$ cat src/rtl/and_or_monitor.sv
// Online checker for y = (a & b) | (c & d): counts passes/failures, records the
// first failing vector and tracks which of the 16 input vectors have been seen.
module and_or_monitor #(
    parameter int CNT_W = 8
) (
    input  logic             clk,
    input  logic             rst,
    input  logic             start,
    input  logic             in_valid,
    output logic             in_ready,
    input  logic             a,
    input  logic             b,
    input  logic             c,
    input  logic             d,
    input  logic             y,
    output logic [CNT_W-1:0] pass_cnt,
    output logic [CNT_W-1:0] fail_cnt,
    output logic [15:0]      cov_map,
    output logic             err,
    output logic [3:0]       first_err_vec,
    output logic             done
);

    typedef enum logic [1:0] {
        S_IDLE = 2'd0,
        S_RUN  = 2'd1,
        S_DONE = 2'd2
    } state_t;

    localparam logic [CNT_W-1:0] CNT_MAX = {CNT_W{1'b1}};
    localparam logic [CNT_W-1:0] CNT_ONE = {{(CNT_W-1){1'b0}}, 1'b1};

    function automatic logic and_or_exp(input logic [3:0] vec);
        return (vec[3] & vec[2]) | (vec[1] & vec[0]);
    endfunction

    state_t           state_q, state_d;
    logic [CNT_W-1:0] pass_q, pass_d, fail_q, fail_d;
    logic [15:0]      cov_q, cov_d, cov_set_s;
    logic             err_q, err_d, done_q;
    logic [3:0]       first_q, first_d;
    logic [3:0]       idx_s;
    logic             accept_s, clear_s;

    assign idx_s    = {a, b, c, d};
    assign accept_s = in_valid & in_ready;
    assign clear_s  = start & (state_q != S_RUN);

    // Coverage map as it would look after accepting the current sample.
    always_comb begin
        cov_set_s        = cov_q;
        cov_set_s[idx_s] = 1'b1;
    end

    // State register and all registered outputs.
    always_ff @(posedge clk) begin
        if (rst) begin
            state_q <= S_IDLE;
            pass_q  <= '0;
            fail_q  <= '0;
            cov_q   <= 16'h0000;
            err_q   <= 1'b0;
            first_q <= 4'h0;
            done_q  <= 1'b0;
        end else begin
            state_q <= state_d;
            pass_q  <= pass_d;
            fail_q  <= fail_d;
            cov_q   <= cov_d;
            err_q   <= err_d;
            first_q <= first_d;
            done_q  <= (state_d == S_DONE);
        end
    end

    // Next-state logic; the completing accept moves RUN to DONE on its own edge.
    always_comb begin
        state_d = state_q;
        case (state_q)
            S_IDLE: begin
                if (start) state_d = S_RUN;
                else       state_d = S_IDLE;
            end
            S_RUN: begin
                if (accept_s && (cov_set_s == 16'hFFFF)) state_d = S_DONE;
                else                                      state_d = S_RUN;
            end
            S_DONE: begin
                if (start) state_d = S_RUN;
                else       state_d = S_DONE;
            end
            default: state_d = S_IDLE;
        endcase
    end

    // Output decode: samples are only taken while running.
    always_comb begin
        in_ready = 1'b0;
        case (state_q)
            S_RUN:   in_ready = 1'b1;
            default: in_ready = 1'b0;
        endcase
    end

    // Result datapath: clear on a (re)start, otherwise update on accept.
    always_comb begin
        pass_d  = pass_q;
        fail_d  = fail_q;
        cov_d   = cov_q;
        err_d   = err_q;
        first_d = first_q;
        if (clear_s) begin
            pass_d  = '0;
            fail_d  = '0;
            cov_d   = 16'h0000;
            err_d   = 1'b0;
            first_d = 4'h0;
        end else if (accept_s) begin
            cov_d = cov_set_s;
            if (y == and_or_exp(idx_s)) begin
                if (pass_q != CNT_MAX) pass_d = pass_q + CNT_ONE;
                else                   pass_d = pass_q;
            end else begin
                if (fail_q != CNT_MAX) fail_d = fail_q + CNT_ONE;
                else                   fail_d = fail_q;
                err_d = 1'b1;
                if (!err_q) first_d = idx_s;
                else        first_d = first_q;
            end
        end else begin
            cov_d = cov_q;
        end
    end

    assign pass_cnt      = pass_q;
    assign fail_cnt      = fail_q;
    assign cov_map       = cov_q;
    assign err           = err_q;
    assign first_err_vec = first_q;
    assign done          = done_q;

endmodule

$ cat config.mk
export PLATFORM = sky130hd
export DESIGN_NAME = and_or_monitor
export DESIGN_NICKNAME = d
export VERILOG_FILES = /design/src/rtl/and_or_monitor.sv
export SDC_FILE = /design/constraint.sdc
export NUM_CORES = 1
export LEC_CHECK = 0
export CAP_MARGIN = 20
export CORE_AREA = 2 2 68 70
export CTS_BUF_LIST = sky130_fd_sc_hd__clkbuf_4 sky130_fd_sc_hd__clkbuf_8
export DETAILED_ROUTE_END_ITERATION = 10
export DIE_AREA = 0 0 70 72
export PLACE_DENSITY_LB_ADDON = 0.08
export SETUP_SLACK_MARGIN = 0.1
export SLEW_MARGIN = 25
export SYNTH_ARGS = -nofsm -noshare
export SYNTH_HDL_FRONTEND = slang
export SYNTH_SLANG_ARGS = --single-unit
export TNS_END_PERCENT = 10
$ cat constraint.sdc
create_clock -name clk -period 1.62 [get_ports clk]
set_clock_uncertainty 0.05 [all_clocks]
set_input_delay 0.324 -clock clk [delete_from_list [all_inputs] [get_ports clk]]
set_output_delay 0.324 -clock clk [all_outputs]
set_load 0.01 [all_outputs]
# Word-level counts from Yosys, hierarchy flattened

Cells that the tools add are included.

Bits of input ports: 9
Output and inout bits: 39
Flip-flop bits (word level): 40

$add $sub $neg: 2
Bitwise logic cells: 8
Order comparisons: 2
Equal/unequal tests: 8
Mux-type cells: 7
Reductions and logical operators: 8

Operators by type and width:

| cell                                                                                 | number |
|---|---|
| 8-bit by 1-bit adder with 8-bit output (second input constant)                       | 2 |
| 16-bit == test (second input constant)                                               | 1 |
| 8-bit != test (second input constant)                                                | 2 |
| 16-bit bitwise OR                                                                    | 1 |
| 3-bit AND reduction                                                                  | 3 |
| 2-bit one-hot mux with 3 select lines                                                | 1 |
| 4-bit by 5-bit less-than comparator with 1-bit output (second input constant)        | 1 |
| 1-bit bitwise AND                                                                    | 4 |
| 1-bit demux with 4-bit select                                                        | 1 |
| 2-bit == test (second input constant)                                                | 2 |
| 4-bit by 1-bit greater-or-equal comparator with 1-bit output (second input constant) | 1 |
| 2-bit 2-to-1 mux                                                                     | 2 |
| 1-bit 2-to-1 mux                                                                     | 3 |
| 2-bit by 1-bit == test with 1-bit output (second input constant)                     | 1 |
| 1-bit logical AND                                                                    | 2 |
| 2-bit zero test                                                                      | 1 |
| 2-bit by 1-bit != test with 1-bit output (second input constant)                     | 1 |
| 1-bit NOT                                                                            | 2 |
| 2-bit AND reduction                                                                  | 1 |
| 2-bit OR reduction                                                                   | 1 |
| 1-bit == test                                                                        | 1 |
| 1-bit bitwise OR                                                                     | 1 |

# Depth between registers and ports, before layout

Word-level depth: 10
Mapped depth: 7

# Worst setup path after synthesis

OpenSTA, ideal clock, no wires.

Path type: input-to-reg
From: input d
To: register done_q (netlist: done)
Required time: 1.475 ns
Data arrival time: 1.553 ns
Slack: -0.079 ns
Stages: 6
Buffers on the path: 1
Path through: buf_6 -> and4bb_2 -> o211ai_1 -> a2111oi_2 -> nand3_1 -> a221oi_1

Longest elaborated chain between the ends: 10
Elaborated cells between the ends (all ways): 11

Ends and longest elaborated chain:

| what                                                                                                                                                        | RTL line | text |
|---|---|---|
| from (decl)                                                                                                                                                 | 14       | `input logic d,` |
| 4-bit by 5-bit less-than comparator with 1-bit output (implied by the code) or 4-bit by 1-bit greater-or-equal comparator with 1-bit output (tied branches) | 52       | `cov_set_s[idx_s] = 1'b1;` |
| 1-bit logical AND (implied by the code)                                                                                                                     | 52       |  |
| 1-bit 2-to-1 mux (implied by the code)                                                                                                                      | 52       |  |
| 1-bit demux with 4-bit select (*)                                                                                                                           | 52       |  |
| 16-bit bitwise OR (no line) (*)                                                                                                                             | n/a      |  |
| 16-bit == test (*)                                                                                                                                          | 85       | `if (accept_s && (cov_set_s == 16'hFFFF)) state_d = S_DONE;` |
| 1-bit logical AND (*)                                                                                                                                       | 85       |  |
| 2-bit 2-to-1 mux (*)                                                                                                                                        | 85       |  |
| 2-bit one-hot mux with 3 select lines (*)                                                                                                                   | 79       | `case (state_q)` |
| 2-bit == test (*)                                                                                                                                           | 72       | `done_q <= (state_d == S_DONE);` |
| to (signal assigned)                                                                                                                                        | 72       |  |
| to (decl)                                                                                                                                                   | 40       | `logic err_q, err_d, done_q;` |

Mark *: on every way between the ends. The rest lies on a longest branch, timed or not.
A chain may end at the register's enable or synchronous reset.

# Final worst setup path

From: register state_q[1]
To: register fail_q[5] (netlist: fail_cnt[5])

Longest elaborated chain between the ends: 4
Elaborated cells between the ends (all ways): 7

Ends and longest elaborated chain:

| what                                     | RTL line | text |
|---|---|---|
| from (decl)                              | 37       | `state_t state_q, state_d;` |
| from (signal assigned)                   | 66       | `state_q <= state_d;` |
| 2-bit by 1-bit == test with 1-bit output | 99       | `case (state_q)` |
| 1-bit 2-to-1 mux                         | 99       |  |
| 1-bit bitwise AND                        | 46       | `assign accept_s = in_valid & in_ready;` |
| 3-bit AND reduction (no line)            | n/a      |  |
| to (signal assigned)                     | 68       | `fail_q <= fail_d;` |
| to (decl)                                | 38       | `logic [CNT_W-1:0] pass_q, pass_d, fail_q, fail_d;` |

Parallel ways exist; a longest one is shown, timed or not.

==> metrics.cfg <==
[job]
drv_cap = 0

[route]
dr.pass1.iters = 4
drc = 0
highest_layer = met4
met2_length_mm = 2.53
vias_per_cell = 5.28
drt_wl_total_mm = 5.03
vias = 1869
drtIter0Drc = 79
wl_met3_um = 219
ant_nets = 0
wl_met1_mm = 2.19
wire_per_inst_um = 14.2

[clocking]
cts_buffer_depth = 2
tritoncts = built
htreeDepth = 2
numCtsBuffers = 5
clkTransAtPathRegs_ns = 0.08
clk_latency_ns = 0.29
root_buffer = clkbuf_8
clock_sinks = 40
cts_hold_buf = 0

[power]
p_leak_nw = 1.29
power_density_nw_per_um2 = 663
irDropWorstVdd_uv = 484
fin_total_pwr_mw = 1.99

[critical_path]
cp_slowest_stage_delay_ns = 0.43
crit_chain = and3b_2 -> buf_6 -> buf_6 -> buf_6 -> nand4_1 -> or3_4 -> a21oi_2
cpMostUsedCell = buf_6
crit_slowest_cell = or3_4
end_kind = flip-flop
cp_data_required_time_ns = 1.80
cp_data_arrival_time_ns = 1.91
r2r-end = fail_cnt[5]
reg2regPathDepth = 7
worstSetupStartpoint = state_q[1]
worst_setup_path_start_kind = flip-flop
crit_fanout = 5
reg2reg_setup_slack_ns = -0.11
critPathKind = reg2reg
reg2reg_from = state_q[1]

[sta]
tightest_slew_ns = 0.473
finalCritPeriodShare_pct = 107
setup_tns_ns = -0.245
rsz0062_at_grt = yes
hold_violations = 0
hold_slack_ns = 0.307
fin_ws_ns = -0.106
slew_headroom_pct = 68.5
timing.fmax_ghz = 0.579
slew_violations = 0
post-route-min-period_ns = 1.73
finalSetupViolations = 4

[cells_and_area]
n_antenna_cell = 0
final_cell_mix = dlygate4sd2_1 (39), buf_4 (35), dfxtp_1 (33)
final_common_cell = dlygate4sd2_1
post-route-util_pct = 70.5
stdcell_count = 354
nNetsFinal = 312
layout-drive-gt1-share_pct = 34.4
syn_to_final_growth_pct = 57.9

[floorplan]
dieArea_sq_um = 5040
initial_core_util_pct = 44.7
core-area_sq_um = 4260
rows = 24
io_pins = 48
die_w_um = 70
dieHeight_um = 72

[placement]
dpl.hpwl_mm = 3.42
routabilityCongestion = 0.806
place_inst = 338
portBuffers = 47

[global_route]
track_usage_pct = 19.6
globalRoute.totalOverflow = 0
grt_pass1_vias = 1744
antenna_found_initial = 0
grt_pass1_wl_mm = 7.85
grt_max_degree = 38

[worst_hold_path]
worstHoldEndpoint = first_err_vec[3]
hold_depth = 3
hold_path_class = in2reg
worstHoldStart = a

[outcome]
status = finished, violations left
violations = negative setup slack

[synth]
synth_area_sq_um = 1900
yosys_warnings = 0
async_reset_ff_share_pct = 0
yosysSeqAreaShare_pct = 42.0
ys_ff_latch = 40
synth_cell_types = 47
synthFlopType = dfxtp_1
syn_area_per_cell_sq_um = 8.86
synth_fp_nets = 226
synth_edf_count = 0
syn_inst = 215

## cell type report
type | instances | area, sq um
Inverter | 3 | 11.3
Tap cell | 52 | 65.1
Clock inverter | 1 | 7.51
Fill cell | 353 | 1260
Multi-Input combinational cell | 159 | 1210
Clock buffer | 7 | 90.1
Timing Repair Buffer | 92 | 812
Sequential cell | 40 | 810
## flip-flops by register name, indices dropped and copies added, names as in the netlist
name and cells:
state_q 2, pass_cnt 8, fail_cnt 8, cov_map 16, err 1, done 1, first_err_vec 4
## worst max path at each step
| stage | slack (ns) | to |
|---|---|---|
| 5_1_grt | -0.16 | fail_cnt[5] |
| 6_report | -0.11 | fail_cnt[5] |
| 3_5_place_dp | -0.78 | state_q[1] |
| 2_1_floorplan | 0.02 | done |
| 3_3_place_gp | -0.73 | done |
| 4_1_cts | -0.13 | state_q[1] |
## power by group
part	switching, mW	total [mW]	internal, mW
combinational	0.145	0.286	0.141
clock	0.347	0.710	0.363
sequential	0.00581	0.996	0.990
total	0.498	1.99	1.49
## cell families (layout without fill, tap and decap cells)
group	count (synthesis)	in the layout	synth area share [%]
AO/OA/AOI/OAI	47	47	15.4
AND/OR/NAND/NOR	95	95	28.3
XOR/XNOR	10	10	4.99
multiplexers	5	5	2.63
buffers and inverters	16	103	5.32
adder cells (fa/ha/maj)	2	2	1.31
flip-flops	40	40	42.1
## worst max-delay path, delay by kind of cell, from the launching register on
kind	cells	cell delay [ns]
flops	1	0.33
compound gates	1	0.11
buf+inv	3	0.29
simple gates	3	0.89
## stage by stage
stage | cell area (sq um) | setup slack [ns]
2_1_floorplan | 1930 | 0.0233
3_3_place_gp | 2660 | -0.725
3_5_place_dp | 2660 | -0.784
4_1_cts | 2840 | -0.130
5_1_grt | 3010 | -0.163
6_report | 3010 | -0.106
## synth_stat cells, types with 3 or more instances
cell type   n  area (sq um)
and2_1      4          25.0
or3_1       4          25.0
nor4_1      3          18.8
mux2i_1     5          50.1
buf_6       4          45.0
nor3b_1     3          22.5
o21ai_0    10          50.1
and2b_1     3          22.5
xnor2_1     8          70.1
inv_1       3          11.3
dfxtp_1    40           801
clkbuf_1    4          15.0
and3b_1     6          52.6
nor2_1     33           124
nand4_1     6          37.5
buf_2       3          15.0
nor3_1      3          15.0
a21oi_1    22           110
nor2b_1     3          18.8
nand3_1     7          35.0
nand2_1     8          30.0
## layer usage
| metal | track usage, % | vias to the layer above |
|---|---|---|
| met2 | 33.3 | 42 |
| li1 | - | 939 |
| met5 | 0 | - |
| met3 | 5.00 | 11 |
| met4 | 7.69 | 0 |
| met1 | 23.9 | 877 |
## repair_timing
| item | in CTS | in global routing |
|---|---|---|
| setup endpoints to repair | 73 | 36 |
| gates resized for setup | 81 | 42 |
| buffers inserted | 6 | 2 |
| pin swaps | 17 | 28 |
No activity file was read; power rests on OpenSTA's default activity.
